File: config.mk
export PLATFORM = sky130hd
export DESIGN_NAME = lfsr_count_decoder
export DESIGN_NICKNAME = d
export VERILOG_FILES = /design/src/rtl/lfsr_count_decoder.sv
export SDC_FILE = /design/constraint.sdc
export NUM_CORES = 1
export LEC_CHECK = 0
export ABC_AREA = 1
export BUFFER_PORTS_ARGS = -buffer_cell sky130_fd_sc_hd__buf_2
export CAP_MARGIN = 40
export CORE_MARGIN = 3
export CORE_UTILIZATION = 57
export DETAILED_ROUTE_END_ITERATION = 10
export GPL_ROUTABILITY_DRIVEN = 0
export MAX_ROUTING_LAYER = met4
export PLACE_DENSITY = 0.78
export SLEW_MARGIN = 25
export SYNTH_ARGS = -nofsm -noshare
export SYNTH_HDL_FRONTEND = slang
export SYNTH_SLANG_ARGS = --single-unit
File: constraint.sdc
create_clock -name i_clk -period 2.13 [get_ports i_clk]
set_clock_uncertainty 0.05 [all_clocks]
set_input_delay 0.1065 -clock i_clk [delete_from_list [all_inputs] [get_ports i_clk]]
set_output_delay 0.1065 -clock i_clk [all_outputs]
set_load 0.03 [all_outputs]
File: src/rtl/lfsr_count_decoder.sv
// Recovers the count N that produced an 8-bit LFSR value by stepping a reference LFSR from SEED.
// Optional build macro LFSR_ZERO_CHECK_EN: reject the lock-up value 8'h00 immediately instead of searching.
module lfsr_count_decoder #(
    parameter logic [7:0] SEED = 8'h01,
    parameter logic [7:0] TAPS = 8'hB8
) (
    input  logic       i_clk,
    input  logic       i_reset,
    input  logic       i_start,
    input  logic [7:0] i_dp,
    output logic [7:0] o_n,
    output logic       o_done,
    output logic       o_err,
    output logic       o_busy
);

    typedef enum logic [1:0] {
        ST_IDLE,
        ST_SEARCH,
        ST_DONE
    } state_t;

    state_t     r_state;
    logic       r_start_d;
    logic [7:0] r_ref;
    logic [7:0] r_cnt;
    logic [7:0] r_target;
    logic [7:0] r_n;
    logic       r_done;
    logic       r_err;
    logic       r_busy;

    state_t     w_state_nxt;
    logic       w_accept;
    logic [7:0] w_ref_nxt;
    logic [7:0] w_cnt_nxt;
    logic [7:0] w_target_nxt;
    logic [7:0] w_n_nxt;
    logic       w_done_nxt;
    logic       w_err_nxt;
    logic       w_busy_nxt;

    function automatic logic [7:0] lfsr_step(input logic [7:0] q);
        return {q[6:0], ^(q & TAPS)};
    endfunction

    assign w_accept = i_start & ~r_start_d;

    always_comb begin
        w_state_nxt  = r_state;
        w_ref_nxt    = r_ref;
        w_cnt_nxt    = r_cnt;
        w_target_nxt = r_target;
        w_n_nxt      = r_n;
        w_done_nxt   = r_done;
        w_err_nxt    = r_err;
        w_busy_nxt   = r_busy;
        case (r_state)
            ST_IDLE, ST_DONE: begin
                if (w_accept) begin
                    w_target_nxt = i_dp;
                    w_ref_nxt    = SEED;
                    w_cnt_nxt    = 8'd0;
                    w_done_nxt   = 1'b0;
                    w_err_nxt    = 1'b0;
                    w_busy_nxt   = 1'b1;
                    w_state_nxt  = ST_SEARCH;
`ifdef LFSR_ZERO_CHECK_EN
                    // The all-zero state can never be reached, so skip the 255-cycle search.
                    if (i_dp == 8'h00) begin
                        w_n_nxt     = 8'd0;
                        w_err_nxt   = 1'b1;
                        w_done_nxt  = 1'b1;
                        w_busy_nxt  = 1'b0;
                        w_state_nxt = ST_DONE;
                    end
`endif
                end
            end
            ST_SEARCH: begin
                if (r_ref == r_target) begin
                    w_n_nxt     = r_cnt;
                    w_done_nxt  = 1'b1;
                    w_busy_nxt  = 1'b0;
                    w_state_nxt = ST_DONE;
                end else if (r_cnt == 8'd254) begin
                    w_n_nxt     = 8'd0;
                    w_err_nxt   = 1'b1;
                    w_done_nxt  = 1'b1;
                    w_busy_nxt  = 1'b0;
                    w_state_nxt = ST_DONE;
                end else begin
                    w_ref_nxt = lfsr_step(r_ref);
                    w_cnt_nxt = r_cnt + 8'd1;
                end
            end
            default: begin
                w_state_nxt = ST_IDLE;
            end
        endcase
    end

    // start_d resets high so a start held through reset is not seen as an edge.
    always_ff @(posedge i_clk) begin
        if (i_reset) begin
            r_state   <= ST_IDLE;
            r_start_d <= 1'b1;
            r_ref     <= SEED;
            r_cnt     <= 8'd0;
            r_target  <= 8'd0;
            r_n       <= 8'd0;
            r_done    <= 1'b0;
            r_err     <= 1'b0;
            r_busy    <= 1'b0;
        end else begin
            r_state   <= w_state_nxt;
            r_start_d <= i_start;
            r_ref     <= w_ref_nxt;
            r_cnt     <= w_cnt_nxt;
            r_target  <= w_target_nxt;
            r_n       <= w_n_nxt;
            r_done    <= w_done_nxt;
            r_err     <= w_err_nxt;
            r_busy    <= w_busy_nxt;
        end
    end

    assign o_n    = r_n;
    assign o_done = r_done;
    assign o_err  = r_err;
    assign o_busy = r_busy;

endmodule

==> metrics <==
status completed; XOR/XNOR share of the synthesized area 4.81%; critical path class reg2reg; synth unique cells 29; wire per inst between 10 and 15 um; ANT nets after route 0; area share of fa/ha/maj cells after synthesis 1.37%; Final WS setup 0.308 ns; Core ar. between 2000 and 3000 um^2; post-synthesis compound-gate area fraction 12.8%; asr flop ratio synth 0%; clk root buf clkbuf_4; post-synthesis mux area share 0%; commonest non-fill, non-tap cells in the layout nand2_1 (57), dfxtp_1 (38), a21oi_1 (22); initial antenna violation count 0; Lkg Pwr 0.000831 uW; DRT iter0 DRCs 72; unrepaired setup endpoints after global routing no; post-synthesis register bit count 38; Inst Count DP 294; number of nets in the layout ~280; fmax 0.549 GHz; CP Data Arrival Time 2.06 ns; total clock sinks 38; endpoints failing setup 0; pin count of the biggest net entering global routing 29; vias in the first global route around 1,400; Worst Path Max Fanout 10; DIE AREA approximately 3900 um^2; CP Cell Sequence inv_1, ha_1, and3_1, nand2_2, nand2_4, inv_1, nand2_1, nand2_2, nand2_1, a21oi_1; IO Count 22; TritonCTS Buffers 5; filler cell count about 240; Worst-Skew Late Latency 0.36 ns; commonest non-fill, non-tap cell in the layout nand2_1; final std cells w/o fill 311; Initial Utilization 62.8%; Period minus WS final 1.82 ns; H-Tree Level Count 2; Port Buffers 21; ys flop type dfxtp_1; CP max stage delay 0.49 ns; DRC 0; Layout Area Growth over Synthesis 14.8%; total number of vias 1,556; HP Class in2reg; largest family of logic cells by synthesized area simple AND/OR/NAND/NOR gates; Final Util 72.1%; Setup Buffers After CTS 0; Routed WL 3.66 mm; power density cells 616 nW/um^2; sequential area share after synthesis between 40% and 50%; Mapped Nets 251; cell count after synthesis around 240; CTS tree done; Cell Rows 19; die width roughly 63 um; Crit path buffers/inverters 2; Post-Route Setup TNS 0 ns; Fin. Hold Viols 0; Top delay family on crit path simple AND/OR/NAND/NOR gates; Die Y 62.5 um; Cell Area, Synth 1820 um^2; Max transition margin between 60% and 70%; Global Route Usage Sum 21.4%; DR vias/cell 5.00; maxcap violations 0; syn avg cell area 7.65 um^2; CTS Buffer Depth 2; period utilization 85.5%; worst path required time 2.37 ns; placed wire-length estimate roughly 2.5 mm; Slowest-stage cell, CP dfxtp_1; DR pass1 iterations 4; CP Capture Type register; post-synthesis simple-gate area fraction 32.1%; Peak VDD IR 513 uV; Slew @ Worst Pin 0.570 ns; Diodes inserted 0; DP Worst Slack 0.324 ns; synth warn 0; Worst-path clk slew 0.11 ns; Congestion Overflow GR 0; share of cells above drive strength 1 22.3%; first-pass GRT wire length 6.45 mm; max-slew violations 0; Post-synth EDFFs 0; startpoint type of the worst setup path register
==> logic make-up after synthesis <==
logic type	after synthesis
and+or+nand+nor	119
AOI/OAI and AO/OA	40
DFF	38
buffers and inverters	29
xor gates and xnor gates	10
adders and majority gates	2
==> metrics by stage <==
stage                     instance area [um^2]  hold WS (ns)  total power (uW)
after CTS                                 2090         0.159              1300
after global placement                    1940         0.260               898
after floorplan                           1820         0.163               870
after detailed placement                  1940         0.264               899
final                                     2090         0.172              1290
after global routing                      2090         0.188              1350
==> worst register-to-register path: stages, from the launching register on <==
cell	delay, ns
dfxtp_1	0.49
inv_1	0.08
ha_1	0.19
and3_1	0.18
nand2_2	0.09
nand2_4	0.06
inv_1	0.14
nand2_1	0.10
nand2_2	0.18
nand2_1	0.08
a21oi_1	0.13
==> cell type report <==
class / count / area (um^2) / area share (%)
multi-input combinational: 171 / 930 / 44.4
sequential: 38 / 761 / 36.4
timing repair buffer: 33 / 218 / 10.4
inverter: 19 / 71.3 / 3.41
clock buffer: 7 / 55.1 / 2.63
tap: 42 / 52.6 / 2.51
clock inverter: 1 / 5.00 / 0.239
==> repair_timing <==
action | 4_1_cts | 5_1_grt
endpoints found under the hold margin | 9 | 0
hold buffers | 9 | 0
resized for setup | 0 | 0
==> path summary, 6_finish.rpt <==
check	from	end	slack, ns	cells past startpoint
min	i_reset	r_state[0]	0.17	2
max reg2reg	r_cnt[0]	o_n[0]	0.31	10
max	r_cnt[0]	o_n[0]	0.31	10
min reg2reg	o_n[3]	o_n[3]	0.41	2
==> state kept, by name, indices dropped and copies added, names as in the netlist <==
name / flops
o_busy: 1
o_done: 1
o_err: 1
o_n: 8
r_cnt: 8
r_ref: 8
r_start_d: 1
r_state: 2
r_target: 8
==> synth_stat cells, types with 2 or more instances <==
| library cell | count | area (um^2) |
|---|---|---|
| buf_2 | 2 | 10.0 |
| nand3_4 | 2 | 35.0 |
| xnor2_1 | 8 | 70.1 |
| nor2_1 | 18 | 67.6 |
| a21oi_2 | 8 | 70.1 |
| nand2_4 | 2 | 22.5 |
| nand3_1 | 15 | 75.1 |
| nor2_4 | 2 | 22.5 |
| nand4_1 | 6 | 37.5 |
| inv_1 | 17 | 63.8 |
| nand2_2 | 10 | 62.6 |
| a21oi_1 | 22 | 110 |
| dfxtp_1 | 38 | 761 |
| nor2_2 | 2 | 12.5 |
| ha_1 | 2 | 25.0 |
| nand2_1 | 57 | 214 |
| o21ai_0 | 9 | 45.0 |
| xor2_1 | 2 | 17.5 |
| clkbuf_1 | 6 | 22.5 |
==> per-layer routing <==
layer | wire [um] | part of all wire (%) | vias up | GRT usage [%]
met1 | 1800 | 49 | 700 | 27.3
met3 | 136 | 3.7 | 7 | 5.04
met5 | 0 | 0 | - | -
met2 | 1650 | 45 | 23 | 31.7
li1 | - | - | 826 | -
met4 | 76 | 2.1 | 0 | 10.7
==> report_power, final <==
| part | internal (uW) | switching [uW] | total, uW |
|---|---|---|---|
| Combinational | 57.3 | 95.9 | 153 |
| Clock | 160 | 232 | 392 |
| Sequential | 728 | 14.9 | 743 |
Note: power is estimated with default switching activity, not from simulation.
